## src/rtl/mem_bus_arbiter.sv

```systemverilog
// mem_bus_arbiter: shares one memory slave port between two masters.
// Master 0 is the CPU data port and master 1 is the UART boot loader/DMA path.
// Arbitration is round-robin. When both masters request in the same cycle,
// the one that did not own the bus last wins. Commands are registered on the
// grant edge. The owner gets a single-cycle ack pulse when the slave acks.
// Optional feature: define MEM_BUS_TIMEOUT_EN to abort stalled slave accesses
// after TIMEOUT_CYCLES busy cycles. An aborted access returns all-ones data
// with err set.
module mem_bus_arbiter #(
  parameter int ADDR_WIDTH     = 32,
  parameter int DATA_WIDTH     = 32,
  parameter int TIMEOUT_CYCLES = 255
) (
  input  logic                  clk,
  input  logic                  reset,
  input  logic                  m0_rd,
  input  logic                  m0_wr,
  input  logic [ADDR_WIDTH-1:0] m0_addr,
  input  logic [DATA_WIDTH-1:0] m0_wdata,
  output logic [DATA_WIDTH-1:0] m0_rdata,
  output logic                  m0_ack,
  output logic                  m0_err,
  input  logic                  m1_rd,
  input  logic                  m1_wr,
  input  logic [ADDR_WIDTH-1:0] m1_addr,
  input  logic [DATA_WIDTH-1:0] m1_wdata,
  output logic [DATA_WIDTH-1:0] m1_rdata,
  output logic                  m1_ack,
  output logic                  m1_err,
  output logic                  s_rd,
  output logic                  s_wr,
  output logic [ADDR_WIDTH-1:0] s_addr,
  output logic [DATA_WIDTH-1:0] s_wdata,
  input  logic [DATA_WIDTH-1:0] s_rdata,
  input  logic                  s_ack,
  output logic [1:0]            grant
);

  typedef enum logic [1:0] {IDLE, BUSY, DONE} state_t;

  state_t                state;
  logic                  owner;
  logic                  last_owner;
  logic                  m0_req;
  logic                  m1_req;
  logic                  any_req;
  logic                  win;
  logic                  sel_rd;
  logic                  sel_wr;
  logic [ADDR_WIDTH-1:0] sel_addr;
  logic [DATA_WIDTH-1:0] sel_wdata;

  // The timeout counter is 16 bits wide, so the limit has to fit in it.
  if (TIMEOUT_CYCLES < 1 || TIMEOUT_CYCLES > 65535) begin : g_bad_timeout
    $error("mem_bus_arbiter: TIMEOUT_CYCLES must be within 1..65535");
  end

`ifdef MEM_BUS_TIMEOUT_EN
  localparam logic [15:0] TIMEOUT_LIM = 16'(TIMEOUT_CYCLES);
  logic [15:0] busy_cnt;
  logic        timeout_hit;
  assign timeout_hit = (busy_cnt + 16'd1) == TIMEOUT_LIM;
`else
  assign m0_err = 1'b0;
  assign m1_err = 1'b0;
`endif

  // Choose the winner. On a tie, the master that was not the last owner wins.
  // The winner's command is then selected for registering.
  always_comb begin
    m0_req  = m0_rd | m0_wr;
    m1_req  = m1_rd | m1_wr;
    any_req = m0_req | m1_req;
    if (m0_req && m1_req) win = ~last_owner;
    else                  win = m1_req;
    sel_rd    = win ? m1_rd    : m0_rd;
    sel_wr    = win ? m1_wr    : m0_wr;
    sel_addr  = win ? m1_addr  : m0_addr;
    sel_wdata = win ? m1_wdata : m0_wdata;
  end

  // Arbitration FSM: latch the command, wait for the slave, then ack the owner for one cycle.
  always_ff @(posedge clk or negedge reset) begin
    if (!reset) begin
      state      <= IDLE;
      owner      <= 1'b0;
      last_owner <= 1'b1;
      grant      <= 2'b00;
      s_rd       <= 1'b0;
      s_wr       <= 1'b0;
      s_addr     <= '0;
      s_wdata    <= '0;
      m0_rdata   <= '0;
      m1_rdata   <= '0;
      m0_ack     <= 1'b0;
      m1_ack     <= 1'b0;
`ifdef MEM_BUS_TIMEOUT_EN
      m0_err     <= 1'b0;
      m1_err     <= 1'b0;
      busy_cnt   <= 16'd0;
`endif
    end else begin
      case (state)
        IDLE: begin
          if (any_req) begin
            owner      <= win;
            last_owner <= win;
            grant      <= win ? 2'b10 : 2'b01;
            s_addr     <= sel_addr;
            s_wdata    <= sel_wdata;
            s_wr       <= sel_wr;
            s_rd       <= sel_rd & ~sel_wr;
            state      <= BUSY;
`ifdef MEM_BUS_TIMEOUT_EN
            busy_cnt   <= 16'd0;
`endif
          end
        end
        BUSY: begin
          if (s_ack) begin
            s_rd  <= 1'b0;
            s_wr  <= 1'b0;
            state <= DONE;
            if (owner) begin
              m1_rdata <= s_rdata;
              m1_ack   <= 1'b1;
            end else begin
              m0_rdata <= s_rdata;
              m0_ack   <= 1'b1;
            end
          end
`ifdef MEM_BUS_TIMEOUT_EN
          else if (timeout_hit) begin
            s_rd  <= 1'b0;
            s_wr  <= 1'b0;
            state <= DONE;
            if (owner) begin
              m1_rdata <= '1;
              m1_ack   <= 1'b1;
              m1_err   <= 1'b1;
            end else begin
              m0_rdata <= '1;
              m0_ack   <= 1'b1;
              m0_err   <= 1'b1;
            end
          end else begin
            busy_cnt <= busy_cnt + 16'd1;
          end
`endif
        end
        DONE: begin
          m0_ack <= 1'b0;
          m1_ack <= 1'b0;
`ifdef MEM_BUS_TIMEOUT_EN
          m0_err <= 1'b0;
          m1_err <= 1'b0;
`endif
          grant  <= 2'b00;
          state  <= IDLE;
        end
        default: state <= IDLE;
      endcase
    end
  end

endmodule

```

## config.mk

```make
export PLATFORM = sky130hd
export DESIGN_NAME = mem_bus_arbiter
export DESIGN_NICKNAME = d
export VERILOG_FILES = /design/src/rtl/mem_bus_arbiter.sv
export SDC_FILE = /design/constraint.sdc
export NUM_CORES = 1
export LEC_CHECK = 0
export ABC_AREA = 1
export CAP_MARGIN = 0
export CORE_ASPECT_RATIO = 1.4
export CORE_UTILIZATION = 40
export CTS_BUF_LIST = sky130_fd_sc_hd__clkbuf_4 sky130_fd_sc_hd__clkbuf_8
export CTS_CLUSTER_DIAMETER = 30
export CTS_CLUSTER_SIZE = 20
export DETAILED_ROUTE_END_ITERATION = 10
export PLACE_DENSITY = 0.85
export SYNTH_ARGS = -nofsm -noshare
export SYNTH_HDL_FRONTEND = slang
export SYNTH_SLANG_ARGS = --single-unit
```

## constraint.sdc

```tcl
create_clock -name clk -period 2.72 [get_ports clk]
set_clock_uncertainty 0.15 [all_clocks]
set_input_delay 0.408 -clock clk [delete_from_list [all_inputs] [get_ports clk]]
set_output_delay 0.408 -clock clk [all_outputs]
set_load 0.02 [all_outputs]
```

# After elaboration in Yosys (flattened, before gate mapping)
# Index checks and enable logic that the tools add are counted.
# classes
n_addsub,0
mul,0
div_mod_pow,0
order_cmp,0
eq_ne,6
n_shift,0
muxes,22
bitwise_logic,7
n_reduce_logical,13
# ops
op,n
32-bit two-way mux,2
3-bit AND reduction,5
1-bit two-way mux,10
2-bit two-way mux,4
2-bit != test (second input constant),4
1-bit case mux with 2 select lines,4
2-bit case mux with 2 select lines,2
2-bit AND reduction,3
2-bit nonzero test,3
1-bit NOT,3
1-bit OR,3
2-bit by 1-bit equality test with 1-bit output (second input constant),1
2-bit equality test (second input constant),1
2-bit zero test,1
1-bit bitwise AND,1
1-bit logical AND,1
# totals
ff_bits,138
latch_bits,0
ramBits,0
romBits,0
input_bits,167
out_inout_bits,136
mem_count,0

# Depth between registers and ports, before layout
# logic_depth
depth_word,8
ltp_mapped,9
depth_no_buf,7

# Worst setup path after synthesis
# No wires, ideal clock.
# synth_timing
path_type,input to register
startpoint,input port m0_wr
endpoint,register s_addr[23]
setup_time_ps,117
arrival_time_ps,1127
path_slack_ps,1327
stages,8
n_path_buf,2
cell_sequence,o21ai_1 -> nand2_2 -> buf_6 -> buf_4 -> nand2_1 -> nand2_1 -> nand2_1 -> nand2_1
# synth_via
elab_chain_len,4
# synth_rtl
element,line_no,source
"start, declared",17,"input logic m0_wr,"
1-bit OR *,71,m0_req = m0_rd | m0_wr;
1-bit logical AND,74,if (m0_req && m1_req) win = ~last_owner;
1-bit two-way mux,74,
32-bit two-way mux,78,sel_addr = win ? m1_addr : m0_addr;
"end signal, assigned",109,s_addr <= sel_addr;
"end, declared",32,"output logic [ADDR_WIDTH-1:0] s_addr,"
# Every way passes the cells marked *; elsewhere a longest branch is shown, timed or not.
# A chain may end at the register's enable or synchronous reset.

# Worst setup path after layout
# layout_timing
startpoint,register s_addr[21]
endpoint,output port s_addr[21]
# No word-level cell between the ends.

==> results.txt <==
The kind of critical path is reg2out. Headroom to the max-slew limit: 0.291. The final route contains 6038 vias.

The leakage power total came out at 4.86 nW. The number of buffers and inverters on the critical path was 1. After layout, the worst setup slack is 0.671 ns.

Number of global-route vias before repair: 5807. For the total placed cells including tap cells, the log shows 1234. The floorplan step defined a core boundary enclosing 0.0155 mm^2.

The tightest hold path in the finished design has a slack of 0.333 ns. The signal on the critical path passes through clkdlybuf4s50_1. The path class of the tightest hold or removal check is reg2reg. Setup repair after global routing left no endpoint under its margin. The total power per unit cell area was 1140 mW/mm^2. The startpoint of the lowest-slack register-to-register path is state[1]. Prior to clock tree synthesis, the placed netlist has a worst setup slack of 0.197 ns.

The initialized floorplan defines 54 standard-cell rows. In this run the vertical extent of the chip is 151 um. The average instance area after synthesis is 8.17 um^2. The cell type group with the largest total delay on the critical path was buffers and inverters. The flow ran to the end, and the final reports show no timing, DRC or antenna violations.

For the global router's overall resource usage, the log shows 0.225. Ratio of cells with drive above 1 in the final layout: 0.0868. In this run the post-CTS setup repair buffer count came out at 0. Transition at the pin with the smallest max-transition slack: 1.06 ns. The residual antenna-violating net count after detailed routing came out at 0. During synthesis, Yosys emitted a total of 0 warnings. The maximum single-stage delay on the critical path came out at 0.70 ns. Data arrives at the worst endpoint at 1.49 ns. The logs give 0.00240 mm^2 for the area of combinational cells with multiple inputs and 0 for the number of resized instances in the post-cts repair step. The logs give 0.631 for the share of the core filled with cells and 2 for the deepest clock path buffer count. Counting instances, the worst hold path has a depth of 2. The clock period could shrink to 2.05 ns. Counting flops and latches in the post-synthesis netlist gives 138.

The synthesized netlist contains 19 unique library cells. For the first-pass GRT wire length, the log shows 28400 um. Among all stages on the critical path, the largest delay is contributed by clkdlybuf4s50_1. The path with the worst hold slack has its endpoint at s_addr[7].

The summed instance area of the synthesized netlist is 0.00635 mm^2. TritonCTS built the clock tree. The count of cells along the worst register-to-register path is 5, and the total clock sinks is 138.

Along the worst path, the maximum fanout reaches 2. In this run the clock root is driven by a clkbuf_8. The setup slack of the most critical reg-to-reg path was 0.77 ns; the number of top-level pins was 303. The synthesis-to-layout area growth was 54.4%; the number of antenna violations at the first check in global routing was 0. Setup violations remaining at the end of the flow were counted as 0. TritonCTS buffer count: 17. The pre-antenna-repair detailed-routing pass consisted of 4 iterations. The tools report the type of element launching the critical path as a flop.

For the worst-skew pair, the clock arrives at the later sink with an insertion delay of 0.42 ns. The die boundary width is 108 um. The logs give 2.16 ns for the required time at the worst-slack endpoint and 0.00345 mm^2 for the area of all sequential standard cells. STA classifies the critical path endpoint as an output pin. The detailed-route wire length per cell is 14.4 um, and the number of nets in the layout is 1225.

For the starting density of the core, the log shows 0.409. The die covers 0.0164 mm^2. End of the worst register-to-register path: s_wdata[3]. Input and output buffers added on the ports amount to 300.

The worst-case IR drop observed on VDD is 0.690 mV. Cell count after synthesis: 777. For the sequential cell area fraction in the yosys report, the log shows 0.544.

For the achievable clock frequency, the log shows 488 MHz. The number of hold-slack violations in the final timing report was 0. The number of standard cells in the layout, taps in and fillers out came out at 1267. The clock-pin transition on the worst setup and hold timing paths is 0.08 ns, and the post-detailed-route DRC marker count is 0.

Dividing the detail-routed via count by the number of cells gives 4.77. The HPWL after detailed placement was 13100 um. The count of fill cells added during filler insertion came out at 1332.

The maximum number of pins on one net before global-route repair is 76, and the ratio of final minimum period to clock period is 0.753. The total negative slack is 0 ns. The number of antenna diodes in the final layout is 0. The start point of the worst hold path was s_addr[7].

The max-slew violation count was 0. The tools report the total congestion overflow as 0. The number of violations of the max-capacitance limit is 0, and the overall routed net length is 18300 um.

The congestion estimate from routability-driven global placement came to 0.794. The first routing iteration left 238 violations. The H-tree depth came out at 4.
==> routing by layer <==
metal  wire length, um  GRT usage  vias to the layer above
met3              1370     0.0654                       38
met5                 0          0                        -
met1              7020      0.256                     2782
li1                  -          -                     2972
met2              9260      0.389                      246
met4               611     0.0973                        0
==> synth_stat cells (all sizes together) <==
cell      n  area, um^2
clkbuf    4        15.0
dfstp     1        26.3
nand3    67         335
o31ai     1        7.51
nor2      8        30.0
conb      1        3.75
o21ai    67         485
nand2   400        1500
dfrtp   137        3430
inv      41         154
a21oi     3        15.0
buf      47         345
==> power by group <==
part | switching, mW | total [mW] | internal [mW]
clock | 0.917 | 1.70 | 0.785
combinational | 3.33 | 5.88 | 2.55
sequential | 0.533 | 3.55 | 3.02
total | 4.77 | 11.1 | 6.35
==> layout make-up <==
| class | instances | share of cell area |
|---|---|---|
| clock buffers | 18 | 0.0253 |
| clock inverters | 14 | 0.0156 |
| flip-flops and latches | 138 | 0.352 |
| inverters | 41 | 0.0157 |
| repair buffers | 312 | 0.321 |
| well taps | 196 | 0.0250 |
| multi-input cells | 548 | 0.245 |
==> layout by cell type (no fill, tap or decap) <==
cell and count:
nand2_1 396, clkdlybuf4s50_1 299, dfrtp_1 137, nand3_1 67, o21ai_2 40, inv_1 38, o21ai_0 19, clkbuf_8 18
nor2_1 8, o21ai_1 7, buf_4 7, inv_6 5, nand2_2 4, buf_12 4, inv_2 3, a21oi_1 3
clkinvlp_4 3, conb_1 2, clkinv_4 2, inv_8 2, o21ai_4 1, o31ai_1 1, bufinv_16 1, clkinv_8 1
dlygate4sd3_1 1, buf_6 1, dfstp_2 1
==> tightest hold or removal path, stage by stage (launching register included) <==
cell     delay, ns
dfrtp_1       0.35
nand2_1       0.05
nand2_1       0.05
==> worst max path at each step <==
stage / from / to / slack, ns / depth (start not counted)
floorplan: m0_wr / s_addr[23] / 1.33 / 8
global placement: m0_wr / s_addr[16] / 0.24 / 7
detailed placement: m0_wr / s_wdata[3] / 0.20 / 7
CTS: s_addr[21] / s_addr[21] / 0.62 / 1
global route: m0_wr / s_wdata[23] / 0.47 / 7
finish: s_addr[21] / s_addr[21] / 0.67 / 1
==> timing repair <==
item,CTS,global route
setup endpoints to repair,0,0
hold endpoints to repair,67,0
hold buffers,1,0
==> cell families after synthesis <==
kind of cell | after synthesis | synth area share
AOI/OAI and AO/OA | 71 | 0.0800
DFF | 138 | 0.544
buffers and inverters | 92 | 0.0810
and+or+nand+nor | 475 | 0.294
other | 1 | 0.000591
==> stage by stage <==
stage	instance area, um^2	power [mW]
2_1_floorplan	6350	6.83
3_3_place_gp	9390	9.33
3_5_place_dp	9390	9.50
4_1_cts	9800	11.3
5_1_grt	9800	11.9
6_report	9800	11.1
==> registers in the layout (all words and copies together), names as in the netlist <==
register and count:
m1_ack 1, state 2, m0_ack 1, s_wdata 32, s_rd 1, grant 2
m1_rdata 32, m0_rdata 32, owner 1, s_wr 1, last_owner 1, s_addr 32
No activity file was read; power rests on OpenSTA's default activity.
